[src/rtl/if_fetch_unit_if.sv]
// Instruction-memory request/response bundle between the fetch stage and
// instruction memory.
//   imem_read    : fetch request, held high until a response arrives
//   imem_address : fetch address, stable while a request is outstanding
//   imem_resp    : single-cycle response strobe
//   imem_rdata   : instruction word, valid in the imem_resp cycle
// master = fetch unit, slave = instruction memory.
interface if_fetch_unit_if;
    logic        imem_read;
    logic [15:0] imem_address;
    logic        imem_resp;
    logic [15:0] imem_rdata;

    modport master (
        output imem_read,
        output imem_address,
        input  imem_resp,
        input  imem_rdata
    );

    modport slave (
        input  imem_read,
        input  imem_address,
        output imem_resp,
        output imem_rdata
    );
endinterface

[src/rtl/if_fetch_unit.sv]
// LC-3b fetch stage, feeding the IF/ID register.
// Owns the PC, runs the instruction-memory handshake, holds a fetched word
// across downstream stalls, drops wrong-path fetches after a redirect and
// inserts NOP bubbles into IF/ID when nothing valid is available.
// Ports:
//   clk, rst_n        : pipeline clock, async active-low reset
//   stall_in          : IF/ID must hold (hazard unit)
//   redirect_valid    : taken branch/jump/trap resolved downstream
//   redirect_target   : new PC (bit 0 forced to 0)
//   imem              : instruction-memory bundle (master side)
//   if_plus2_out      : PC+2 of the delivered instruction (PC on bubbles)
//   if_instr_out      : delivered instruction or NOP_INSTR
//   if_id_load        : IF/ID load enable
//
// state   | meaning
// FETCH   | request outstanding at pc; deliver on response
// HOLD    | response captured in hold_buf while IF/ID stalled; no request
// DISCARD | wrong-path request outstanding; drop its data, then go to redirect_pc
module if_fetch_unit #(
    parameter logic [15:0] RESET_PC  = 16'h0000,
    parameter logic [15:0] NOP_INSTR = 16'h0000
) (
    input  logic                   clk,
    input  logic                   rst_n,
    input  logic                   stall_in,
    input  logic                   redirect_valid,
    input  logic [15:0]            redirect_target,
    if_fetch_unit_if.master        imem,
    output logic [15:0]            if_plus2_out,
    output logic [15:0]            if_instr_out,
    output logic                   if_id_load
);

    typedef enum logic [1:0] {
        FETCH   = 2'd0,
        HOLD    = 2'd1,
        DISCARD = 2'd2
    } state_t;

    state_t      state;
    logic [15:0] pc;
    logic [15:0] hold_buf;
    logic [15:0] redirect_pc;

    logic [15:0] pc_plus2;
    logic [15:0] target_aligned;
    logic        deliver;

    assign pc_plus2       = pc + 16'd2;
    assign target_aligned = redirect_target & 16'hFFFE;

    // A redirect always wins over a delivery in the same cycle.
    assign deliver = rst_n && !redirect_valid && !stall_in &&
                     ((state == FETCH && imem.imem_resp) || state == HOLD);

    // rst_n is folded in so the request drops the instant reset asserts.
    assign imem.imem_read    = rst_n && (state != HOLD);
    assign imem.imem_address = pc;

    assign if_id_load   = !rst_n || redirect_valid || !stall_in;
    assign if_instr_out = deliver ? ((state == HOLD) ? hold_buf : imem.imem_rdata)
                                  : NOP_INSTR;
    assign if_plus2_out = deliver ? pc_plus2 : pc;

    always_ff @(posedge clk or negedge rst_n) begin
        if (!rst_n) begin
            state       <= FETCH;
            pc          <= RESET_PC;
            hold_buf    <= 16'h0000;
            redirect_pc <= 16'h0000;
        end else begin
            case (state)
                FETCH: begin
                    if (redirect_valid && imem.imem_resp) begin
                        pc <= target_aligned;
                    end else if (redirect_valid) begin
                        redirect_pc <= target_aligned;
                        state       <= DISCARD;
                    end else if (imem.imem_resp && !stall_in) begin
                        pc <= pc_plus2;
                    end else if (imem.imem_resp) begin
                        hold_buf <= imem.imem_rdata;
                        state    <= HOLD;
                    end
                end
                HOLD: begin
                    if (redirect_valid) begin
                        pc    <= target_aligned;
                        state <= FETCH;
                    end else if (!stall_in) begin
                        pc    <= pc_plus2;
                        state <= FETCH;
                    end
                end
                DISCARD: begin
                    if (imem.imem_resp) begin
                        pc    <= redirect_valid ? target_aligned : redirect_pc;
                        state <= FETCH;
                    end else if (redirect_valid) begin
                        redirect_pc <= target_aligned;
                    end
                end
                default: state <= FETCH;
            endcase
        end
    end

endmodule

[src/flat_wrapper.sv]
// flat-port wrapper written by rule: the top's interface ports become plain ports
module if_fetch_unit_flat 
#(
    parameter logic [15:0] RESET_PC  = 16'h0000,
    parameter logic [15:0] NOP_INSTR = 16'h0000
)
  (clk, rst_n, stall_in, redirect_valid, redirect_target, if_plus2_out, if_instr_out, if_id_load, imem_imem_read, imem_imem_address, imem_imem_resp, imem_imem_rdata);
  if_fetch_unit_if imem_i ();
  input  logic clk;
  input  logic rst_n;
  input  logic stall_in;
  input  logic redirect_valid;
  input  logic [15:0] redirect_target;
  output logic [15:0] if_plus2_out;
  output logic [15:0] if_instr_out;
  output logic if_id_load;
  output wire logic [$bits(imem_i.imem_read)-1:0] imem_imem_read;
  output wire logic [$bits(imem_i.imem_address)-1:0] imem_imem_address;
  input wire logic [$bits(imem_i.imem_resp)-1:0] imem_imem_resp;
  input wire logic [$bits(imem_i.imem_rdata)-1:0] imem_imem_rdata;
  assign imem_imem_read = imem_i.imem_read;
  assign imem_imem_address = imem_i.imem_address;
  assign imem_i.imem_resp = imem_imem_resp;
  assign imem_i.imem_rdata = imem_imem_rdata;
  if_fetch_unit #(.RESET_PC(RESET_PC), .NOP_INSTR(NOP_INSTR)) u_core (.clk(clk), .rst_n(rst_n), .stall_in(stall_in), .redirect_valid(redirect_valid), .redirect_target(redirect_target), .imem(imem_i), .if_plus2_out(if_plus2_out), .if_instr_out(if_instr_out), .if_id_load(if_id_load));
endmodule
[config.mk]
export PLATFORM = sky130hd
export DESIGN_NAME = if_fetch_unit_flat
export DESIGN_NICKNAME = d
export VERILOG_FILES = /design/src/rtl/if_fetch_unit_if.sv /design/src/rtl/if_fetch_unit.sv /design/src/flat_wrapper.sv
export SDC_FILE = /design/constraint.sdc
export NUM_CORES = 1
export LEC_CHECK = 0
export ABC_AREA = 1
export CORE_ASPECT_RATIO = 0.75
export CORE_MARGIN = 8
export CORE_UTILIZATION = 45
export DETAILED_ROUTE_END_ITERATION = 10
export GPL_TIMING_DRIVEN = 0
export PLACE_DENSITY = 0.77
export SETUP_SLACK_MARGIN = 0.4
export SLEW_MARGIN = 30
export SYNTH_ARGS = -nofsm -noshare
export SYNTH_HDL_FRONTEND = slang
export SYNTH_SLANG_ARGS = --single-unit
[constraint.sdc]
create_clock -name clk -period 1.8 [get_ports clk]
set_input_delay 0.36 -clock clk [delete_from_list [all_inputs] [get_ports clk]]
set_output_delay 0.36 -clock clk [all_outputs]
set_load 0.005 [all_outputs]
# Word-level counts from Yosys, hierarchy flattened
# Index checks and enable logic that the tools add are counted.
[classes]
reduce_logical = 20
n_mux = 22
magnitude_cmp = 0
bitwise_logic = 3
n_shift = 0
n_eq_ne = 11
n_addsub = 1
mul = 0
div_mod_pow = 0
[op_table]
columns = ["operator", "count"]
rows = [
  ["two-way mux 16 bit", 12],
  ["one-hot mux 16 bit (3 select lines)", 1],
  ["one-hot mux 16 bit (2 select lines)", 1],
  ["adder 16 x 2 -> 16 bit, second input constant", 1],
  ["inequality test 3 bit, second input constant", 5],
  ["AND reduction 5 bit", 3],
  ["two-way mux 2 bit", 7],
  ["logical AND 1 bit", 7],
  ["inequality test 2 bit, second input constant", 3],
  ["one-hot mux 2 bit (3 select lines)", 1],
  ["zero test 1 bit", 3],
  ["logical OR 1 bit", 3],
  ["inverter 1 bit", 3],
  ["AND reduction 3 bit", 1],
  ["nonzero test 3 bit", 1],
  ["equality test 2 x 1 -> 1 bit, second input constant", 1],
  ["equality test 2 bit, second input constant", 1],
  ["zero test 2 bit", 1],
  ["inequality test 2 x 1 -> 1 bit, second input constant", 1],
  ["nonzero test 2 bit", 1],
]
[totals]
memories = 0
register_bits = 50
out_inout_bits = 50
romBits = 0
wordCells = 61
ramBits = 0
latchBits = 0

# Logic depth before layout (Yosys ltp)
# Gate-level depths: netlist (run 1).
[logic_depth]
ltp_word = 6
depth_mapped = 10

# Least setup slack after synthesis (run 1)
# OpenSTA, ideal clock, no wires.
[synth_timing]
path_type = "register -> output"
startpoint = "register u_core.state[1]"
endpoint = "output if_instr_out[10]"
path_slack_ns = 0.013
n_path_buf = 2
required_ns = 1.440
stages_incl_launch_ff = 7
arrival_ns = 1.427
path_cell_list = "dfrtp_1 inv_1 ha_1 clkbuf_1 clkbuf_1 a21oi_1 nor2_1"
[synth_between]
elab_chain_cells = 5
word_cells_on_any_way = 7
classes_between = "1 x eq/ne; 2 x mux; 4 x reduce/logical"
[synth_rtl]
columns = ["item", "line", "text"]
rows = [
  ["start, declared", "if_fetch_unit.sv:40", "state_t state;"],
  ["start signal, assigned", "if_fetch_unit.sv:67", "state <= FETCH;"],
  ["start signal, assigned", "if_fetch_unit.sv:78", "state <= DISCARD;"],
  ["start signal, assigned", "if_fetch_unit.sv:83", "state <= HOLD;"],
  ["zero test 2 bit", "if_fetch_unit.sv:54", "((state == FETCH && imem.imem_resp) || state == HOLD);"],
  ["logical AND 1 bit", "if_fetch_unit.sv:54", ""],
  ["logical OR 1 bit", "if_fetch_unit.sv:54", ""],
  ["logical AND 1 bit", "if_fetch_unit.sv:53", "assign deliver = rst_n && !redirect_valid && !stall_in &&"],
  ["two-way mux 16 bit (*)", "if_fetch_unit.sv:61", "assign if_instr_out = deliver ? ((state == HOLD) ? hold_buf : imem.imem_rdata)"],
  ["end, declared", "flat_wrapper.sv:15", "output logic [15:0] if_instr_out;"],
]
# Mark *: on every way between the ends. The rest lies on a longest branch, timed or not.

# Final worst setup path (run 1)
[layout_timing]
startpoint = "register u_core.state[1]"
endpoint = "output if_plus2_out[15]"
[layout_between]
elab_chain_cells = 5
word_cells_on_any_way = 6
classes_between = "1 x eq/ne; 1 x mux; 4 x reduce/logical"
[layout_rtl]
columns = ["item", "line", "text"]
rows = [
  ["zero test 2 bit", "if_fetch_unit.sv:54", ""],
  ["logical AND 1 bit", "if_fetch_unit.sv:54", ""],
  ["logical OR 1 bit (*)", "if_fetch_unit.sv:54", ""],
  ["logical AND 1 bit (*)", "if_fetch_unit.sv:53", ""],
  ["two-way mux 16 bit (*)", "if_fetch_unit.sv:63", "assign if_plus2_out = deliver ? pc_plus2 : pc;"],
  ["end, declared", "flat_wrapper.sv:14", "output logic [15:0] if_plus2_out;"],
]
# Marks and branches as above.

==> flow_summary_export.csv, run 1 <==
group,metric,value,unit
clock_network,cts_made_buffers,5,
setup_path,worst_path_largest_cell_delay,0.40,ns
global_routing,grt_pass1_wl,22500,µm
clock_network,cts_max_path_buffers,2,
synthesis,synth-edff-count,0,
setup_path,crit_type,"register to output pin",
final_layout,nets,772,
routing,first_pass_iters,9,
synthesis,synth_top_area_cell,"dfrtp_1",
routing,drcViolationCount,0,
synthesis,synth.avg_cell_area,6.70,µm²
routing,first_iter_violations,825,
synthesis,synthAdderAreaFrac,1.72,%
synthesis,netlist_instances,543,
clock_network,clkSlewWorstSetupHoldPaths,0.10,ns
final_layout,area_delta_synth_final,77.3,%
synthesis,ys_async_sr_fraction,100,%
synthesis,yosysMostFrequentCell,"nand2_1",
sta,final_hold_viol_count,0,
sta,fmax,408,MHz
setup_path,start_kind,"register",
setup_path,path_cells,"inv_2 -> ha_4 -> inv_4 -> a21oi_4 -> nand3_4 -> inv_2 -> buf_6 -> buf_6 -> nand3_2 -> o21ai_2 -> buf_2",
setup_path,slowest_stage,"dfrtp_1",
global_routing,grt_max_degree,17,
power,finalPower,10.4,mW
sta,relSlewSlack,52.3,%
sta,rsz0062_at_grt,"true",
sta,setup_viol,51,
floorplan,core_area,0.00788,mm²
synthesis,ys_seq_area_share,34.4,%
routing,vias_per_cell,6.32,
floorplan,ioPinCount,87,
clock_network,clock_latency,0.32,ns
synthesis,synthTopCellsByArea,"dfrtp_1, nand2_1, nor2_1",
sta,period_needed,2.45,ns
setup_path,crit_fanout,6,
place,place_inst,733,
clock_network,cts_tree,"done",
power,seqPwrFrac,20.6,%
place,gp_congestion,0.909,
power,switching_share,47.6,%
synthesis,synth_common_cells,"nand2_1, nor2_1, dfrtp_1, o21ai_0, inv_1",
power,power_density,1620,mW/mm²
sta,tightest_slew,0.708,ns
sta,slew_viol_final,0,
floorplan,row_count,28,
synthesis,ys_types,38,
clock_network,htree_levels,2,
run_status,violations,"negative setup slack",
place,dp_hpwl,9280,µm
final_layout,fin_util,81.8,%
floorplan,die_x,120,µm
synthesis,synth_compound_gate_area_share,20.3,%
synthesis,synthMuxAreaShare,0,%
routing,wl_per_cell,22.6,µm
sta,setup-tns-final,-18.53,ns
synthesis,syn-num-nets,585,
place,io_buffers,84,
sta,fin_skew,0.00750,ns
power,switchingPower,4.96,mW
final_layout,n_antenna_cell,0,
synthesis,synthFlopType,"dfrtp_1",
floorplan,dieHeight,93.9,µm
flow_run,cap_viol_max_count,0,
routing,drt-total-wl,18900,µm
synthesis,synth-simple-area-share,31.6,%
global_routing,grt_pass1_vias,4294,
global_routing,overflow,0,
floorplan,dieArea,0.0112,mm²
clock_network,clock-root-buffer,"clkbuf_8",
synthesis,ys_warn_count,0,
sta,finalCritPeriodShare,136,%
setup_path,worst_setup_path_end_kind,"output pin",
global_routing,grt_antenna_before_repair,0,
final_layout,drive_gt1_share,44.8,%
floorplan,start_util,46.2,%
synthesis,synthesis.area,0.00364,mm²
run_status,status,"finished, violations left",
setup_path,path_delay_family,"buffers and inverters",
global_routing,groute.usage.overall,25.2,%
power,leakagePower,3.01,nW
setup_path,crit_buf_inv,6,
routing,ant_nets,0,
power,p_int,5.46,mW
synthesis,synth_seq_cells,50,
routing,via_count,5281,
synthesis,synth_top_family_by_area,"simple AND/OR/NAND/NOR gates",
setup_path,critical_path_required,1.44,ns
clock_network,numClockSinks,50,
power,comb_power_share,71.2,%
final_layout,final_cells,835,
power,pwr-share-clk,8.2,%
worst_hold_path,hold_path_class,"input pin to async pin",
setup_path,critPathArrivalTime,2.09,ns
sta,setup_slack,-0.653,ns
synthesis,synth-xor-area-share,1.93,%
synthesis,yosysTopAreaCellShare,34.4,%
power,irDropWorstVdd,0.000973,V
[final timing paths]
| path | startpoint | end | slack (ns) | cells past startpoint |
|---|---|---|---|---|
| worst min register to register | u_core.hold_buf[3] | u_core.hold_buf[3] | 0.51 | 2 |
| worst min-delay path | rst_n | u_core.redirect_pc[1] | 0.08 | 2 |
| max in group asynchronous | rst_n | u_core.imem.imem_address[2] | 0.86 | 2 |
| worst max-delay path | u_core.state[1] | if_plus2_out[15] | -0.65 | 11 |
| min in group clk | stall_in | u_core.state[0] | 0.44 | 3 |
| worst max register to register | u_core.state[0] | u_core.imem.imem_address[4] | -0.15 | 11 |
[state kept, by name, summed over array words and instances, names as in the netlist]
register	count
u_core.hold_buf	16
u_core.imem.imem_address	16
u_core.redirect_pc	16
u_core.state	2
[power by group through the flow]
| stage | Sequential, mW | Combinational, mW | Clock, mW |
|---|---|---|---|
| final | 2.15 | 7.42 | 0.854 |
| after global placement | 2.12 | 3.89 | 0 |
| after global routing | 2.18 | 7.71 | 0.892 |
| after CTS | 2.04 | 5.36 | 0.849 |
| after detailed placement | 2.14 | 3.99 | 0 |
| after floorplan | 2.03 | 2.50 | 0 |
[layer usage]
metal  vias to the layer above  GRT usage [%]  routed length [µm]
li1                       2149              -                   -
met2                       512           40.0                8410
met4                         0           4.97                1270
met5                         -              0                   0
met3                       176           8.47                2620
met1                      2444           32.9                6550
[worst reg2reg max path, stage by stage, from the launching register on]
cell and delay [ns]:
dfrtp_1 0.39, inv_2 0.07, buf_6 0.12, ha_4 0.17, buf_6 0.12, inv_4 0.05
buf_4 0.13, nor2_4 0.05, a21oi_1 0.26, o21ai_0 0.15, nand2_1 0.20, a31oi_4 0.12
[logic make-up (layout without fill, tap and decap cells)]
logic type / count (synthesis) / count (layout)
AO/OA/AOI/OAI: 130 / 130
AND/OR/NAND/NOR: 269 / 270
flip-flops: 50 / 50
adder cells (fa/ha/maj): 5 / 5
XOR/XNOR: 8 / 8
buffers and inverters: 81 / 267
[cells in the final DEF (no fill, tap or decap), types with 8 or more instances in the layout]
cell type	instances
a21oi_1	27
a21oi_2	17
buf_2	39
buf_4	29
buf_6	71
clkbuf_8	10
clkdlybuf4s50_1	31
dfrtp_1	39
dfrtp_2	11
inv_1	42
nand2_1	112
nand2_2	21
nand2_4	9
nand3_1	22
nand3_2	8
nor2_1	47
nor2_2	14
nor2_4	27
o21ai_0	27
o21ai_1	16
o21ai_2	15
[stage by stage]
stage          worst slack, ns  cell area [µm²]  hold WS (ns)
2_1_floorplan            0.101             3670        0.0644
3_3_place_gp             -2.84             4640         0.467
3_5_place_dp             -1.03             4660         0.266
4_1_cts                 -0.581             5660        0.0875
5_1_grt                 -0.677             6450        0.0891
6_report                -0.653             6450        0.0840
[repair_timing]
action / in CTS / in global routing
hold endpoints to repair: 19 / 0
endpoints found under the setup margin: 100 / 92
setup buffers: 53 / 28
resized for setup: 337 / 157
hold buffers: 2 / 0
cloned: 9 / 3
pin swaps: 18 / 22
[cell type report]
class | count | area, µm²
flip-flops and latches | 50 | 1260
inverters | 54 | 230
clock inverters | 1 | 30.0
repair buffers | 178 | 1780
multi-input cells | 413 | 2640
plain buffers | 27 | 284
clock buffers | 6 | 82.6
fillers | 424 | 1430
well taps | 105 | 131
repair inverters | 1 | 7.51
No activity file was read; power rests on OpenSTA's default activity.
==> inputs of run 2 (changes only) <==
- GPL_ROUTABILITY_DRIVEN: not set -> 0
==> run 2 against run 1 <==
The flow still finishes with violations (negative setup slack). Power decreased by 0.41%. Critical path depth unchanged. Hold slack improved by 0.046 ns. Register-to-register slack got worse by 0.22 ns. Sequential cell count unchanged. Utilization decreased by 0.29 points. Critical endpoint unchanged. Sequential share of layout area about the same. Clock-buffer cell count unchanged. First-iteration DRC count increased by 9.5%. Combinational power decreased by 1%. Worst setup slack got worse by 0.032 ns. Wire length increased by 8.0%. Largest power group unchanged.
==> flow_summary_export.csv, run 2 (synthesis gave the netlist of run 1 again) <==
group,metric,value,unit
run_status,status,"finished, violations left",
run_status,violations,"negative setup slack",
setup_path,startpoint,"u_core.state[0]",
clock_network,clock-root-buffer,"clkbuf_8",
global_routing,grt_pass1_vias,4841,
clock_network,clkSlewWorstSetupHoldPaths,0.11,ns
sta,finalCritPeriodShare,138,%
setup_path,critPathArrivalTime,2.12,ns
global_routing,grt_antenna_before_repair,1,
final_layout,final_cell_mix,"nand2_1, buf_6, nor2_1",
setup_path,worstReg2RegStart,"u_core.imem.imem_address[1]",
setup_path,critical_path_required,1.44,ns
setup_path,cpMostUsedCell,"buf_6",
routing,ant_nets,0,
floorplan,row_count,28,
routing,first_pass_iters,8,
floorplan,dieHeight,93.9,µm
setup_path,path_cells,"buf_6 -> ha_4 -> inv_4 -> a21oi_4 -> nand3_4 -> inv_2 -> buf_6 -> buf_6 -> nand3_2 -> o21ai_1 -> buf_2",
place,io_buffers,84,
global_routing,overflow,0,
sta,period_needed,2.48,ns
setup_path,r2r-end,"u_core.imem.imem_address[8]",
sta,setup_viol,82,
clock_network,numClockSinks,50,
setup_path,worst_setup_path_end_kind,"output pin",
final_layout,area_delta_synth_final,76.7,%
final_layout,fin_util,81.6,%
setup_path,worst_path_largest_cell_delay,0.44,ns
floorplan,die_x,120,µm
final_layout,drive_gt1_share,44.3,%
final_layout,layout_commonest_cell,"nand2_1",
routing,drcViolationCount,0,
global_routing,grt_pass1_wl,24400,µm
routing,drt-total-wl,20400,µm
power,irDropWorstVdd,0.000886,V
global_routing,groute.usage.overall,26.9,%
sta,rsz0062_at_grt,"true",
power,leakagePower,3.01,nW
setup_path,r2r_cells,8,
routing,first_iter_violations,903,
sta,tightest_slew,0.722,ns
sta,fin_skew,0.0149,ns
routing,wl_per_cell,24.2,µm
clock_network,htree_levels,2,
clock_network,cts_tree,"done",
final_layout,final_cell_area,0.00643,mm²
power,power_density,1610,mW/mm²
worst_hold_path,hold_path_class,"input pin to async pin",
floorplan,core_area,0.00788,mm²
sta,relSlewSlack,51.4,%
final_layout,nets,778,
global_routing,grt_max_degree,21,
setup_path,endpoint,"if_plus2_out[15]",
setup_path,start_kind,"register",
setup_path,crit_type,"register to output pin",
flow_run,cap_viol_max_count,0,
sta,setup_slack,-0.685,ns
setup_path,crit_fanout,7,
clock_network,cts_max_path_buffers,2,
sta,fmax,402,MHz
floorplan,dieArea,0.0112,mm²
floorplan,start_util,46.2,%
routing,vias_per_cell,6.50,
final_layout,fillers,428,
routing,via_count,5471,
place,dpl-instance-area,0.00466,mm²
place,dp_hpwl,9340,µm
floorplan,ioPinCount,87,
sta,final_hold_viol_count,0,
clock_network,clock_latency,0.32,ns
setup_path,r2r_slack,-0.37,ns
clock_network,cts_made_buffers,5,
sta,slew_viol_final,0,
setup_path,slowest_stage,"dfrtp_1",
==> run 2: changes by cell type in the layout (fill, tap and decap cells not counted), sizes merged <==
cell / previous run / this run
diode: 0 / 1
buf: 153 / 164
inv: 54 / 52
clkdlybuf4s15: 1 / 3
clkbuf: 17 / 13
dlygate4sd2: 4 / 2
clkinv: 0 / 1
==> run 2: cell type report <==
| cell class | count | area (µm²) | share of cell area, % |
|---|---|---|---|
| well taps | 105 | 131 | 2.04 |
| clock buffers | 6 | 82.6 | 1.28 |
| diodes | 1 | 2.50 | 0.0389 |
| repair buffers | 185 | 1770 | 27.5 |
| multi-input cells | 413 | 2630 | 40.9 |
| inverters | 54 | 221 | 3.44 |
| plain buffers | 27 | 299 | 4.65 |
| flip-flops and latches | 50 | 1260 | 19.7 |
| clock inverters | 1 | 30.0 | 0.467 |
==> run 2: worst min path at each step <==
stage                                  endpoint  depth (start not counted)
detailed placement           u_core.hold_buf[3]                          1
global route              u_core.redirect_pc[4]                          2
finish              u_core.imem.imem_address[6]                          2
floorplan                    u_core.hold_buf[0]                          0
global placement             u_core.hold_buf[0]                          2
CTS                       u_core.redirect_pc[4]                          2
==> run 2: report_power, final <==
part           internal [mW]  leakage [nW]  total (mW)  switching, mW
Clock                  0.446        0.0573       0.869          0.423
Combinational           3.21          2.35        7.31           4.10
Sequential              1.67         0.607        2.20          0.532
Total                   5.32          3.01        10.4           5.06
==> run 2: worst max-delay path, delay by kind of cell (launching register included) <==
family / cells / cell delay [ns]
fa+ha+maj: 1 / 0.16
buf+inv: 6 / 0.69
flops: 1 / 0.44
simple gates: 2 / 0.24
compound gates: 2 / 0.27
==> run 2: through the flow <==
step	setup slack (ns)	std cells	TNS [ns]	power, mW	hold slack [ns]
after global placement	-2.82	732	-158.29	6.00	0.468
after detailed placement	-1.03	733	-34.50	6.15	0.225
after global routing	-0.773	842	-34.82	10.8	0.128
after floorplan	0.101	543	0	4.53	0.0644
after CTS	-0.562	815	-14.07	8.37	0.116
final	-0.685	842	-29.47	10.4	0.130
==> run 2: repair_timing <==
item,4_1_cts,5_1_grt
setup endpoints to repair,100,93
hold buffers,2,0
setup buffers,64,25
gates cloned,9,1
endpoints found under the hold margin,12,0
resized for setup,341,149
pin swaps,24,28
==> run 2: metal layers <==
layer / share of wire [%] / GRT usage [%] / wire length (µm)
met1: 33 / 32.5 / 6810
met4: 9.5 / 12.4 / 1940
met3: 14 / 8.05 / 2860
met5: 0 / 1.79 / 0
met2: 43 / 43.4 / 8760
